File: config.mk
export PLATFORM = sky130hd
export DESIGN_NAME = multi_edge_filter
export DESIGN_NICKNAME = d
export VERILOG_FILES = /design/src/rtl/edge_filter_pkg.sv /design/src/rtl/edge_filter_chan.sv /design/src/rtl/multi_edge_filter.sv
export SDC_FILE = /design/constraint.sdc
export NUM_CORES = 1
export LEC_CHECK = 0
export ABC_AREA = 0
export BUFFER_PORTS_ARGS = -buffer_cell sky130_fd_sc_hd__buf_2
export CAP_MARGIN = 25
export CORE_MARGIN = 5
export CORE_UTILIZATION = 58
export DETAILED_ROUTE_END_ITERATION = 6
export GPL_ROUTABILITY_DRIVEN = 0
export MAX_ROUTING_LAYER = met4
export PLACE_DENSITY_LB_ADDON = 0.15
export RECOVER_POWER = 50
export SLEW_MARGIN = 20
export SYNTH_ARGS = -nofsm -noshare
export SYNTH_HDL_FRONTEND = slang
export SYNTH_SLANG_ARGS = --single-unit
File: constraint.sdc
create_clock -name clk -period 5.5 [get_ports clk]
set_input_delay 1.65 -clock clk [delete_from_list [all_inputs] [get_ports clk]]
set_output_delay 1.65 -clock clk [all_outputs]
set_load 0.02 [all_outputs]
File: src/rtl/edge_filter_pkg.sv
// Shared defaults for the multi-channel edge filter.
package edge_filter_pkg;

  localparam int EF_CNT_W       = 4;
  localparam int EF_SYNC_STAGES = 2;

  typedef logic [EF_CNT_W-1:0] ef_cnt_t;

endpackage

File: src/rtl/edge_filter_chan.sv
// One filter channel: input synchronizer, stable-count debouncer, registered level and ticks.
module edge_filter_chan
  import edge_filter_pkg::*;
#(
  parameter int   CNT_W       = EF_CNT_W,
  parameter int   SYNC_STAGES = EF_SYNC_STAGES,
  parameter logic RESET_LEVEL = 1'b1
) (
  input  logic             clk,
  input  logic             reset,
  input  logic             d,
  input  logic             enable,
  input  logic [CNT_W-1:0] threshold,
  output logic             level,
  output logic             rise_tick,
  output logic             fall_tick,
  output logic             glitch_tick
);

  logic [SYNC_STAGES-1:0] sync;
  logic [CNT_W-1:0]       cnt;
  logic [CNT_W-1:0]       thr_m1;
  logic                   s;

  assign s = sync[SYNC_STAGES-1];

  // A threshold of 0 behaves like 1, so the flip point is thr-1 with a floor of 0.
  assign thr_m1 = (threshold == '0) ? '0 : threshold - CNT_W'(1);

  always_ff @(posedge clk) begin
    if (reset) begin
      sync        <= {SYNC_STAGES{RESET_LEVEL}};
      level       <= RESET_LEVEL;
      cnt         <= '0;
      rise_tick   <= 1'b0;
      fall_tick   <= 1'b0;
      glitch_tick <= 1'b0;
    end else begin
      sync        <= {sync[SYNC_STAGES-2:0], d};
      rise_tick   <= 1'b0;
      fall_tick   <= 1'b0;
      glitch_tick <= 1'b0;
      if (!enable) begin
        cnt <= '0;
      end else if (s == level) begin
        if (cnt != '0) glitch_tick <= 1'b1;
        cnt <= '0;
      end else if (cnt >= thr_m1) begin
        // >= keeps a lowered threshold from letting the count run past it.
        level     <= s;
        cnt       <= '0;
        rise_tick <= s;
        fall_tick <= ~s;
      end else begin
        cnt <= cnt + CNT_W'(1);
      end
    end
  end

endmodule

File: src/rtl/multi_edge_filter.sv
// CH independent glitch filters sharing enable and threshold.
module multi_edge_filter
  import edge_filter_pkg::*;
#(
  parameter int   CH          = 2,
  parameter int   CNT_W       = EF_CNT_W,
  parameter int   SYNC_STAGES = EF_SYNC_STAGES,
  parameter logic RESET_LEVEL = 1'b1
) (
  input  logic             clk,
  input  logic             reset,
  input  logic [CH-1:0]    d,
  input  logic             enable,
  input  logic [CNT_W-1:0] threshold,
  output logic [CH-1:0]    level,
  output logic [CH-1:0]    rise_tick,
  output logic [CH-1:0]    fall_tick,
  output logic [CH-1:0]    glitch_tick
);

  for (genvar i = 0; i < CH; i++) begin : g_chan
    edge_filter_chan #(
      .CNT_W       (CNT_W),
      .SYNC_STAGES (SYNC_STAGES),
      .RESET_LEVEL (RESET_LEVEL)
    ) u_chan (
      .clk         (clk),
      .reset       (reset),
      .d           (d[i]),
      .enable      (enable),
      .threshold   (threshold),
      .level       (level[i]),
      .rise_tick   (rise_tick[i]),
      .fall_tick   (fall_tick[i]),
      .glitch_tick (glitch_tick[i])
    );
  end

endmodule

After elaboration in Yosys (flattened, before gate mapping)
Cells that the tools add are included.
- word-level logic and storage cells: 40
- output and inout port bits: 8
- input bits: 9
- register bits: 20
- $lt $le $gt $ge: 2
- equal/unequal tests: 2
- reduce and logical (&&, ||, !) cells: 11
- multiplexer cells: 3
- add/sub/neg operators: 3
- bitwise operators: 7
- operators by type and width (cell ; count):
    $reduce_or 4->1 ; 4
    $add 4x1->4 const B ; 2
    $ge 4x4->1 ; 2
    $reduce_bool 4->1 ; 2
    $not 1->1 ; 7
    $reduce_and 3->1 ; 2
    $reduce_or 3->1 ; 2
    $logic_not 4->1 ; 1
    $mux 4 ; 1
    $sub 4x1->4 const B ; 1
    $eq 1x1->1 ; 2
    $mux 1 ; 2

Longest topological paths before layout
- word-level depth: 5
- gate-level depth with buffers: 7
- gate-level depth less buffers: 7

Hierarchy
From an unflattened synthesis, not the netlist that was laid out.
- cell total of the unflattened synthesis: 108
- area, all modules: 1053.5 µm²
- modules (own cells, without submodules) (module ; area an instance (µm²) ; cells each ; instances):
    edge_filter_chan ; 526.8 ; 54 ; 2

Worst setup path after synthesis
No wires, ideal clock.
- path kind: input to register
- start point: in threshold[1]
- end point: reg g_chan[0].u_chan.rise_tick
- library setup time: 0.117 ns
- path slack: 2.529 ns
- stages: 7
- arrival: 2.854 ns
- cell sequence: nor2_1 -> o21a_1 -> a21oi_1 -> ha_1 -> o211ai_1 -> o21ai_2 -> and4_2
- word-level cells in the longest chain between the ends: 5
- RTL lines (item ; line ; RTL):
    start: declaration ; multi_edge_filter.sv:14 ; input logic [CNT_W-1:0] threshold,
    $sub 4x1->4 or $logic_not 4->1 (tied branches) ; edge_filter_chan.sv:28 ; assign thr_m1 = (threshold == '0) ? '0 : threshold - CNT_W'(1);
    $mux 4 * ; edge_filter_chan.sv:28 ;
    $ge 4x4->1 * ; edge_filter_chan.sv:48 ; end else if (cnt >= thr_m1) begin
    $not 1->1 (no source line) * ; -- ;
    $reduce_or 4->1 (no source line) * ; -- ;
    end signal: assignment ; edge_filter_chan.sv:52 ; rise_tick <= s;
    end: declaration ; edge_filter_chan.sv:15 ; output logic rise_tick,
Mark *: on every way between the ends. The rest lies on a longest branch, timed or not.
A chain may end at the register's enable or synchronous reset.

Worst setup path in the final report
Same ends and word-level chain as after synthesis.

==> summary.txt <==
Cells and area
  • Filler cell count: around 160
  • ANT cells: 0
  • Share of cells above drive strength 1: 17.9%
  • End-of-flow core utilization: about 64%
  • Final nets: 140
  • Finished Layout Cells: 142
  • Synth-to-layout area growth: 4.88%

Floorplanning
  • Initial Util: between 60% and 70%
  • Die Height: 52.6 um
  • Die X: 52.6 um
  • Die ar.: 0.00277 mm2
  • I/O pins: 17
  • Core Area: 0.00173 mm2
  • Rows: 15

Setup path
  • Reg2Reg Setup Slack: ~4 ns
  • Top Family by Delay on Critical Path: compound AO/OA/AOI/OAI gates
  • Crit path cell chain: buf_2, o31ai_1, ha_1, a21oi_1, o21ai_2, and4_2
  • Buf/Inv on CP: 1
  • CP Data Required Time: between 5 and 6 ns
  • Slowest cell on crit path: o31ai_1
  • Setup CP Type: input port to register
  • Critical path depth: 6
  • CP peak stage delay: 0.38 ns
  • Crit. End Element: register
  • CP startpoint kind: input port
  • Worst r2r src: g_chan[1].u_chan.cnt[0]
  • Worst reg2reg path depth: 5
  • Worst Setup SP: threshold[1]
  • FF-to-FF End: g_chan[1].u_chan.cnt[3]
  • Crit path to: g_chan[0].u_chan.rise_tick
  • Crit Path Max Fanout: 6
  • CP arrival: between 3 and 4 ns

Synth
  • Sequential area share after synthesis: a little under two fifths
  • Mapped Nets: around 130
  • Netlist Area Pre-Place: roughly 0.0011 mm2
  • Post-Syn Instances: 107
  • Post-synth EDFFs: 0
  • Count of cell types in the netlist: 30
  • Primary FF master, synth: dfxtp_1
  • YS warnings: 0
  • Async set-reset flop share out of synthesis: 0%
  • FF+latch count, synth: 20
  • Syn Area/Cell: roughly 10 um2

Place
  • Buffers on Ports: 16
  • Post-Place Cells: about 140
  • Final HPWL DP: 1340 um
  • Worst slack, placed: between 2 and 2.5 ns

GRT
  • Most Crowded Layer GR: met2
  • Met1 usage: around 18%
  • Largest net degree at the start of global routing: 13
  • Global route total overflow: 0
  • Gr usage total: between 10% and 20%
  • Met2 Usage GRT: roughly 22%
  • M3 GR Usage: around 2.8%
  • Vias in the first global route: between 600 and 700
  • Antenna violations before repair: 0
  • First-pass GRT wire length: around 2800 um

Detailed routing
  • Drt total wl: 1610 um
  • Routed Antenna Nets: 0
  • Via density: just over 5
  • DRT iter0 DRCs: 3
  • Routed len/inst: approximately 11 um
  • Drt first pass iters: 2
  • Via count: roughly 730
  • DRC: 0

Clock tree
  • Setup Buffers After CTS: 0
  • Cts bufs inserted: 3
  • Post-CTS Resized: 0
  • Clk sink count: 20
  • Largest buffer count on any clock path: 2
  • CTS Root Cell: clkbuf_4
  • CTS tree: built
  • Max H-tree Level: 1
  • Worst-skew pair later-pin latency: between 0.2 and 0.3 ns
  • Reg clk slew, reported paths: roughly 0.09 ns
  • Post-cts hold buffer count: 0

STA
  • Setup WS post-layout: approximately 2.5 ns
  • Highest Clock Rate: approximately 340 MHz
  • Final TNS setup: 0 ns
  • Slew headroom: between 70% and 80%
  • Final period util: a little over half
  • Tightest Pin Transition: ~0.43 ns
  • Slew Limit Fails: 0
  • Final Hold Viols: 0
  • Final setup violation count: 0
  • Min Tclk post-route: 2.96 ns
  • Clock skew: 0.000743 ns
  • Unrepaired setup endpoints after global routing: no

Run
  • Max cap viols: 0

Min path
  • Hold WC Path Type: register to register

Power
  • Worst VDD drop: between 0.1 and 0.15 mV
  • Lkg Pwr: ~0.00043 uW
  • PD cells: 215 mW/mm2

Status
  • Status: complete, no violations
-- through the flow --
stage	cell area [um2]	hold WS [ns]	power, uW
floorplan	1050	0.389	170
global placement	1090	0.396	176
detailed placement	1090	0.398	177
CTS	1110	0.422	241
global route	1100	0.438	251
finish	1100	0.417	237
-- worst reg2reg max path: stages, from the launching register on --
cell and delay [ns]:
dfxtp_1 0.40, inv_1 0.08, ha_1 0.29, nor3b_2 0.27, o21ai_2 0.14, nor3_1 0.24
-- cell usage in the layout (no fill, tap or decap), types with 2 or more instances in the layout --
master    Yosys  layout
o21ai_2       2       2
nor3b_1       2       2
o211a_1       2       2
o32ai_1       2       2
nor3_1       13      13
clkbuf_4      0       3
a211oi_1      2       2
inv_1         6       6
or3b_1        2       2
nor2_1        6       6
xor2_1        4       4
ha_1         12      12
buf_2         0       7
clkbuf_1      0       9
o211ai_1      2       2
nand3_1       2       2
xnor2_1       2       2
a21oi_1       3       3
dfxtp_1      20      20
or2_2         4       4
nor3b_2       2       2
-- Yosys cell counts (2+ instances only) --
cell      number  area (um2)
nor3_1        13        65.1
buf_4          8        60.1
ha_1          12         150
xor2_1         4        35.0
o211a_1        2        20.0
nor3b_1        2        15.0
o32ai_1        2        17.5
or3b_1         2        17.5
o211ai_1       2        15.0
a21oi_1        3        15.0
or2_2          4        25.0
nor3b_2        2        25.0
nor2_1         6        22.5
dfxtp_1       20         400
xnor2_1        2        17.5
o21ai_2        2        17.5
nand3_1        2        10.0
inv_1          6        22.5
a211oi_1       2        15.0
-- cells by family (layout without fill, tap and decap cells) --
family | Yosys count | in the layout | synth area share (%)
AOI/OAI and AO/OA | 15 | 15 | 10.9
DFF | 20 | 20 | 38.0
buffers and inverters | 15 | 25 | 8.92
muxes | 1 | 1 | 0.951
and+or+nand+nor | 38 | 38 | 21.9
xor gates and xnor gates | 6 | 6 | 4.99
adders and majority gates | 12 | 12 | 14.3
-- worst min-delay path by stage --
stage	from	end	cells after the start
floorplan	g_chan[0].u_chan.sync[0]	g_chan[0].u_chan.sync[1]	1
global placement	g_chan[0].u_chan.sync[0]	g_chan[0].u_chan.sync[1]	1
detailed placement	g_chan[0].u_chan.sync[0]	g_chan[0].u_chan.sync[1]	1
CTS	g_chan[0].u_chan.sync[0]	g_chan[0].u_chan.sync[1]	1
global route	g_chan[0].u_chan.sync[0]	g_chan[0].u_chan.sync[1]	1
finish	g_chan[0].u_chan.sync[0]	g_chan[0].u_chan.sync[1]	1
-- layout make-up --
type	instances	area [um2]	share of cell area, %
multi-input cells	72	558	50.6
clock buffers	3	22.5	2.04
flip-flops and latches	20	400	36.3
inverters	6	22.5	2.04
well taps	25	31.3	2.83
repair buffers	16	68.8	6.24
-- flip-flops by register name, summed over array words and instances (netlist names) --
register and cells:
g_chan.u_chan.sync 4, g_chan.u_chan.fall_tick 2, g_chan.u_chan.rise_tick 2, g_chan.u_chan.level 2
g_chan.u_chan.glitch_tick 2, g_chan.u_chan.cnt 8
-- per-layer routing --
| layer | up-vias | share of wire (%) | wire, um |
|---|---|---|---|
| li1 | 397 | - | - |
| met3 | 2 | 6.3 | 101 |
| met2 | 14 | 40 | 642 |
| met5 | - | 0 | 0 |
| met1 | 316 | 53 | 847 |
| met4 | 0 | 0.93 | 15 |
-- power breakdown --
part / switching, uW / internal, uW / leakage (uW)
combinational: 14.4 / 10.3 / 0.000253
sequential: 1.45 / 147 / 0.000162
clock: 38.8 / 25.4 / 0.0000138
No activity file was read; power rests on OpenSTA's default activity.
